File: src/rtl/lsu_pkg.sv
// rtl/lsu_pkg.sv - shared memop encodings, FSM states and access classification helpers
package lsu_pkg;

    localparam logic [2:0] MEMOP_LB  = 3'b000;
    localparam logic [2:0] MEMOP_LH  = 3'b001;
    localparam logic [2:0] MEMOP_LW  = 3'b010;
    localparam logic [2:0] MEMOP_LBU = 3'b100;
    localparam logic [2:0] MEMOP_LHU = 3'b101;

    typedef enum logic [2:0] {
        IDLE,
        LD_ISSUE0,
        LD_ISSUE1,
        LD_CAPTURE,
        ST_WRITE,
        RESP
    } lsu_state_e;

    function automatic logic [2:0] access_size(input logic [2:0] memop);
        case (memop[1:0])
            2'b00:   return 3'd1;
            2'b01:   return 3'd2;
            default: return 3'd4;
        endcase
    endfunction

    function automatic logic is_legal(input logic [2:0] memop, input logic we);
        if (we)
            return (memop == MEMOP_LB) || (memop == MEMOP_LH) || (memop == MEMOP_LW);
        return (memop == MEMOP_LB) || (memop == MEMOP_LH) || (memop == MEMOP_LW) ||
               (memop == MEMOP_LBU) || (memop == MEMOP_LHU);
    endfunction

    function automatic logic is_misaligned(input logic [2:0] memop, input logic [1:0] off);
        return ((memop[1:0] == 2'b01) && off[0]) || ((memop[1:0] == 2'b10) && (off != 2'b00));
    endfunction

    // True when the access needs bytes from the following word as well
    function automatic logic is_spanning(input logic [2:0] memop, input logic [1:0] off);
        return ({2'b00, off} + {1'b0, access_size(memop)}) > 4'd4;
    endfunction

endpackage

File: src/rtl/lsu_load_align.sv
// rtl/lsu_load_align.sv - extracts and extends load data from a two-word window
module lsu_load_align
    import lsu_pkg::*;
(
    input  logic [63:0] dword_i,
    input  logic [1:0]  offset_i,
    input  logic [2:0]  memop_i,
    output logic [31:0] rdata_o
);

    logic [31:0] win;

    assign win = 32'(dword_i >> {offset_i, 3'b000});

    always_comb begin
        rdata_o = 32'h0;
        case (memop_i)
            MEMOP_LB:  rdata_o = {{24{win[7]}}, win[7:0]};
            MEMOP_LH:  rdata_o = {{16{win[15]}}, win[15:0]};
            MEMOP_LW:  rdata_o = win;
            MEMOP_LBU: rdata_o = {24'h0, win[7:0]};
            MEMOP_LHU: rdata_o = {16'h0, win[15:0]};
            default:   rdata_o = 32'h0;
        endcase
    end

endmodule

File: src/rtl/lsu_dmem_master.sv
// rtl/lsu_dmem_master.sv - load/store initiator driving the data-memory port
module lsu_dmem_master
    import lsu_pkg::*;
#(
    parameter int ALLOW_MISALIGNED = 1,
    parameter int ADDR_WIDTH       = 32
) (
    input  logic                  clk,
    input  logic                  rst,
    input  logic                  req_valid,
    output logic                  req_ready,
    input  logic [ADDR_WIDTH-1:0] req_addr,
    input  logic [31:0]           req_wdata,
    input  logic [2:0]            req_memop,
    input  logic                  req_we,
    output logic                  resp_valid,
    output logic [31:0]           resp_rdata,
    output logic                  resp_err,
    output logic [ADDR_WIDTH-1:0] mem_addr,
    output logic [31:0]           mem_wdata,
    output logic [2:0]            mem_memop,
    output logic                  mem_we,
    input  logic [31:0]           mem_rdata
);

    lsu_state_e            state_q, state_d;
    logic [ADDR_WIDTH-1:0] addr_q, addr_d, mem_addr_q, mem_addr_d;
    logic [31:0]           wdata_q, wdata_d, word0_q, word0_d;
    logic [31:0]           mem_wdata_q, mem_wdata_d, resp_rdata_q, resp_rdata_d;
    logic [2:0]            memop_q, memop_d, mem_memop_q, mem_memop_d;
    logic [2:0]            cnt_q, cnt_d, nwr_q, nwr_d;
    logic                  mem_we_q, mem_we_d, resp_valid_q, resp_valid_d, resp_err_q, resp_err_d;
    logic                  req_mis, req_legal, ld_span;
    logic [63:0]           align_dword;
    logic [31:0]           align_result;

    assign req_mis     = is_misaligned(req_memop, req_addr[1:0]);
    assign req_legal   = is_legal(req_memop, req_we);
    assign ld_span     = is_spanning(memop_q, addr_q[1:0]);
    assign align_dword = ld_span ? {mem_rdata, word0_q} : {32'h0, mem_rdata};

    lsu_load_align u_align (
        .dword_i  (align_dword),
        .offset_i (addr_q[1:0]),
        .memop_i  (memop_q),
        .rdata_o  (align_result)
    );

    always_comb begin
        state_d      = state_q;
        addr_d       = addr_q;
        wdata_d      = wdata_q;
        word0_d      = word0_q;
        memop_d      = memop_q;
        cnt_d        = cnt_q;
        nwr_d        = nwr_q;
        mem_addr_d   = mem_addr_q;
        mem_wdata_d  = mem_wdata_q;
        mem_memop_d  = mem_memop_q;
        mem_we_d     = 1'b0;
        resp_valid_d = 1'b0;
        resp_err_d   = 1'b0;
        resp_rdata_d = 32'h0;
        case (state_q)
            IDLE: begin
                if (req_valid) begin
                    addr_d  = req_addr;
                    wdata_d = req_wdata;
                    memop_d = req_memop;
                    cnt_d   = 3'd1;
                    if (!req_legal || (req_mis && (ALLOW_MISALIGNED == 0))) begin
                        state_d      = RESP;
                        resp_valid_d = 1'b1;
                        resp_err_d   = 1'b1;
                    end else if (!req_we) begin
                        state_d     = LD_ISSUE0;
                        mem_addr_d  = {req_addr[ADDR_WIDTH-1:2], 2'b00};
                        mem_memop_d = MEMOP_LW;
                    end else begin
                        // Misaligned stores become a run of sb writes, byte 0 first
                        state_d     = ST_WRITE;
                        mem_we_d    = 1'b1;
                        mem_addr_d  = req_addr;
                        nwr_d       = req_mis ? access_size(req_memop) : 3'd1;
                        mem_memop_d = req_mis ? MEMOP_LB : req_memop;
                        mem_wdata_d = req_mis ? {24'h0, req_wdata[7:0]} : req_wdata;
                    end
                end
            end
            LD_ISSUE0: begin
                if (ld_span) begin
                    state_d    = LD_ISSUE1;
                    mem_addr_d = mem_addr_q + ADDR_WIDTH'(4);
                end else begin
                    state_d = LD_CAPTURE;
                end
            end
            LD_ISSUE1: begin
                word0_d = mem_rdata;
                state_d = LD_CAPTURE;
            end
            LD_CAPTURE: begin
                resp_rdata_d = align_result;
                resp_valid_d = 1'b1;
                state_d      = RESP;
            end
            ST_WRITE: begin
                if (cnt_q < nwr_q) begin
                    mem_we_d    = 1'b1;
                    mem_addr_d  = addr_q + ADDR_WIDTH'(cnt_q);
                    mem_memop_d = MEMOP_LB;
                    mem_wdata_d = {24'h0, 8'(wdata_q >> {cnt_q[1:0], 3'b000})};
                    cnt_d       = cnt_q + 3'd1;
                end else begin
                    resp_valid_d = 1'b1;
                    state_d      = RESP;
                end
            end
            RESP:    state_d = IDLE;
            default: state_d = IDLE;
        endcase
    end

    always_ff @(posedge clk) begin
        if (rst) begin
            state_q      <= IDLE;
            addr_q       <= '0;
            wdata_q      <= 32'h0;
            word0_q      <= 32'h0;
            memop_q      <= MEMOP_LW;
            cnt_q        <= 3'd0;
            nwr_q        <= 3'd0;
            mem_addr_q   <= '0;
            mem_wdata_q  <= 32'h0;
            mem_memop_q  <= MEMOP_LW;
            mem_we_q     <= 1'b0;
            resp_valid_q <= 1'b0;
            resp_err_q   <= 1'b0;
            resp_rdata_q <= 32'h0;
        end else begin
            state_q      <= state_d;
            addr_q       <= addr_d;
            wdata_q      <= wdata_d;
            word0_q      <= word0_d;
            memop_q      <= memop_d;
            cnt_q        <= cnt_d;
            nwr_q        <= nwr_d;
            mem_addr_q   <= mem_addr_d;
            mem_wdata_q  <= mem_wdata_d;
            mem_memop_q  <= mem_memop_d;
            mem_we_q     <= mem_we_d;
            resp_valid_q <= resp_valid_d;
            resp_err_q   <= resp_err_d;
            resp_rdata_q <= resp_rdata_d;
        end
    end

    assign req_ready  = (state_q == IDLE);
    assign resp_valid = resp_valid_q;
    assign resp_err   = resp_err_q;
    assign resp_rdata = resp_rdata_q;
    assign mem_addr   = mem_addr_q;
    assign mem_wdata  = mem_wdata_q;
    assign mem_memop  = mem_memop_q;
    assign mem_we     = mem_we_q;

endmodule

File: config.mk
export PLATFORM = sky130hd
export DESIGN_NAME = lsu_dmem_master
export DESIGN_NICKNAME = d
export VERILOG_FILES = /design/src/rtl/lsu_pkg.sv /design/src/rtl/lsu_load_align.sv /design/src/rtl/lsu_dmem_master.sv
export SDC_FILE = /design/constraint.sdc
export NUM_CORES = 1
export LEC_CHECK = 0
export ABC_AREA = 0
export CORE_MARGIN = 3
export CORE_UTILIZATION = 45
export CTS_BUF_LIST = sky130_fd_sc_hd__clkbuf_4 sky130_fd_sc_hd__clkbuf_8
export CTS_CLUSTER_DIAMETER = 150
export DETAILED_ROUTE_END_ITERATION = 8
export PLACE_DENSITY = 0.71
export REMOVE_ABC_BUFFERS = 1
export SYNTH_ARGS = -nofsm -noshare
export SYNTH_HDL_FRONTEND = slang
export SYNTH_SLANG_ARGS = --single-unit
File: constraint.sdc
create_clock -name clk -period 3.1 [get_ports clk]
set_input_delay 0.465 -clock clk [delete_from_list [all_inputs] [get_ports clk]]
set_output_delay 0.465 -clock clk [all_outputs]
set_load 0.02 [all_outputs]
==> summary.md <==
| Metric | Value |
|---|---|
| Remaining DRCs | `0` |
| Clock buffer depth | `3` |
| Die Wd | `161 um` |
| Asr flop ratio synth | `0%` |
| Vias in the first global route | `10.5k` |
| Critical Path Start Type | `flip-flop` |
| WL per Instance | `17.7 um` |
| Drt initial violations | `877` |
| Ys flop type | `dfxtp_1` |
| PwrDens | `646 mW/mm^2` |
| Total of max-cap violations | `0` |
| Area Overhead vs Synth | `29.9%` |
| Max_slew headroom | `42.3%` |
| Wirelength, routed | `33.0 mm` |
| Worst r2r dst | `resp_rdata[25]` |
| GRT Util Overall | `24.7%` |
| Most common cell after layout, fill and taps aside | `nand2_1` |
| RSZ-0062 raised after global routing | `no` |
| Final hold vios | `0` |
| Layout Utilization | `59.7%` |
| Worst hold endpoint | `addr_q[18]` |
| Synthesis Warnings | `0` |
| Antenna violations before repair | `2` |
| Global placer's final weighted congestion | `0.875` |
| Sequential fraction of the synthesis area | `38.7%` |
| First-pass GRT wire length | `53.4 mm` |
| # rows | `56` |
| R2R Setup Slk | `0.19 ns` |
| Core ar. | `0.0236 sq mm` |
| Max-slew violation count | `0` |
| Setup violators final | `0` |
| CTS tree | `built` |
| NumNets Final | `1636` |
| WP buf/inv | `2` |
| Pin count of the biggest net entering global routing | `88` |
| Drt first pass iters | `8` |
| Fmax | `344 MHz` |
| Library cells used by synthesis | `73` |
| Syn avg cell area | `8.07 sq um` |
| Setup_tns | `0 ns` |
| CP required | `3.48 ns` |
| Clock Latency Late Sink | `0.54 ns` |
| Worst setup EP type | `flip-flop` |
| Starting density of the core | `45.9%` |
| Actual slew at the worst max-slew pin | `0.860 ns` |
| Status | `finished, final reports clean` |
| Syn Std Cell Area | `0.0108 sq mm` |
| Hold buffers post-CTS | `0` |
| Worst VDD drop | `0.425 mV` |
| Cells after Synth | `1344` |
| Post-route minimum period | `2.91 ns` |
| Die Y | `161 um` |
| Reg2reg start | `memop_q[0]` |
| Die Area | `0.0260 sq mm` |
| P_leak | `0.00512 uW` |
| Most frequent cells in the layout | `nand2_1 (280), dfxtp_1 (209), clkdlybuf4s50_1 (204), a21oi_1 (168), nor2_1 (85)` |
| Worst EP arrival | `3.29 ns` |
| FF-to-FF path depth | `10` |
| Worst Hold Launch | `rst` |
| I/O pins | `206` |
| CTS clk-pin slew, worst paths | `0.06 ns` |
| Post-synth EDFFs | `0` |
| Synth Register Bits | `210` |
| Final ANT Viol Nets | `0` |
| CP peak stage delay | `0.48 ns` |
| Vias per cell | `5.66` |
| Worst min path class | `input pin to flip-flop` |
| Highest-delay cell along the critical path | `fa_1` |
| Fill cells | `2155` |
| Critical-path cell list | `nor2_1 > ha_1 > fa_1 > xnor2_4 > a2bb2oi_4 > buf_12 > mux2i_1 > inv_1 > a222oi_1 > o21ai_0` |
| Root buf cell | `clkbuf_8` |
| H-tree depth | `2` |
| IO buf count | `205` |
| DP Wirelength | `21.8 mm` |
| TritonCTS buffer count | `39` |
| CP max FO | `16` |
| Sink Count | `210` |
| Worst hold stages | `2` |
| Vias | `10.6k` |
| GRT overflow | `0` |
| Delay-heaviest family, CP | `adder cells` |
| Layout cells sized above 1 | `10.6%` |
| Setup CP Type | `flip-flop to flip-flop` |
| Post-Route Skew | `0.0187 ns` |
| Final period utilization | `93.8%` |
-- what timing repair did --
item                                    in CTS  in global routing
gates resized for setup                      0                  9
endpoints found under the setup margin       0                 23
buffers inserted                             0                  1
-- worst register-to-register path, cell delays in order, from the launching register on --
cell and delay, ns:
dfxtp_1 0.44, nor2_1 0.08, ha_1 0.22, fa_1 0.49
xnor2_4 0.23, a2bb2oi_4 0.22, buf_12 0.22, mux2i_1 0.36
inv_1 0.07, a222oi_1 0.32, o21ai_0 0.11
-- per-layer routing --
| layer | up-vias | GRT usage (%) | wire length, um | share of wire, % |
|---|---|---|---|---|
| met4 | 2 | 8.76 | 766 | 2.3 |
| met2 | 425 | 39.9 | 15100 | 46 |
| li1 | 5127 | - | - | - |
| met3 | 72 | 6.21 | 2960 | 9.0 |
| met5 | - | 0 | 14 | 0.042 |
| met1 | 4959 | 32.4 | 14200 | 43 |
-- power breakdown --
part           switching, uW  internal (uW)  total [uW]
logic                   1660           1270        2920
clock network           1200           1700        2900
registers                295           2990        3280
-- layout make-up --
type | instances | area [sq um] | share of cell area [%]
Multi-Input combinational cell | 1011 | 6180 | 43.9
Sequential cell | 210 | 4210 | 29.8
Timing Repair Buffer | 241 | 2380 | 16.9
Clock buffer | 59 | 743 | 5.27
Tap cell | 319 | 399 | 2.83
Clock inverter | 10 | 110 | 0.781
Inverter | 19 | 71.3 | 0.506
Antenna cell | 1 | 2.50 | 0.0178
-- flip-flops by register name (all words and copies together), names as in the netlist, 32 cells and up --
name / cells
word0_q: 32
mem_addr: 32
mem_wdata: 32
addr_q: 32
wdata_q: 32
resp_rdata: 32
-- per-stage QoR --
step / instances / worst slack, ns / hold slack [ns] / cell area [sq um] / power, uW
after CTS: 1867 / 0.0876 / 0.410 / 14000 / 9060
after detailed placement: 1798 / 0.110 / 0.446 / 13200 / 6150
after global placement: 1798 / 0.202 / 0.440 / 13200 / 6100
after global routing: 1870 / 0.0474 / 0.468 / 14100 / 9600
after floorplan: 1240 / -1.79 / 0.427 / 10400 / 5010
final: 1870 / 0.192 / 0.428 / 14100 / 9100
-- cells in the mapped netlist (8+ instances only) --
library cell | instances | area [sq um]
nand2_1 | 281 | 1050
dfxtp_1 | 210 | 4200
a21oi_1 | 169 | 846
nor2_1 | 86 | 323
clkbuf_1 | 74 | 278
nand3_1 | 52 | 260
mux2i_1 | 44 | 440
nand2b_1 | 39 | 244
nor3_1 | 28 | 140
o21ai_0 | 26 | 130
xor2_1 | 23 | 201
buf_2 | 20 | 100
a211oi_1 | 19 | 143
inv_1 | 19 | 71.3
xnor2_1 | 17 | 149
mux4_2 | 16 | 360
a221oi_1 | 14 | 123
nand4_1 | 11 | 68.8
and3_1 | 10 | 62.6
mux2_2 | 10 | 113
a222oi_1 | 9 | 90.1
a311oi_1 | 9 | 78.8
ha_1 | 9 | 113
a31oi_1 | 8 | 50.1
o211ai_1 | 8 | 60.1
-- how the worst max path moves through the flow --
stage	cells after the start	from	slack, ns	end
final	10	memop_q[0]	0.19	resp_rdata[25]
after global routing	11	memop_q[1]	0.05	resp_rdata[25]
after CTS	10	memop_q[0]	0.09	resp_rdata[27]
after detailed placement	10	memop_q[0]	0.11	resp_rdata[27]
after global placement	9	memop_q[0]	0.20	resp_rdata[13]
after floorplan	5	state_q[2]	-1.79	mem_wdata[0]
-- cells by family (layout without fill, tap and decap cells) --
group,after synthesis,after routing,synth area share [%]
buffers and inverters,123,329,4.76
and+or+nand+nor,561,561,23.8
other,0,1,0
xor gates and xnor gates,41,41,3.48
adders and majority gates,11,11,1.41
DFF,210,210,38.7
AOI/OAI and AO/OA,328,328,19.3
muxes,70,70,8.42
Power figures use the tool's default switching activity.
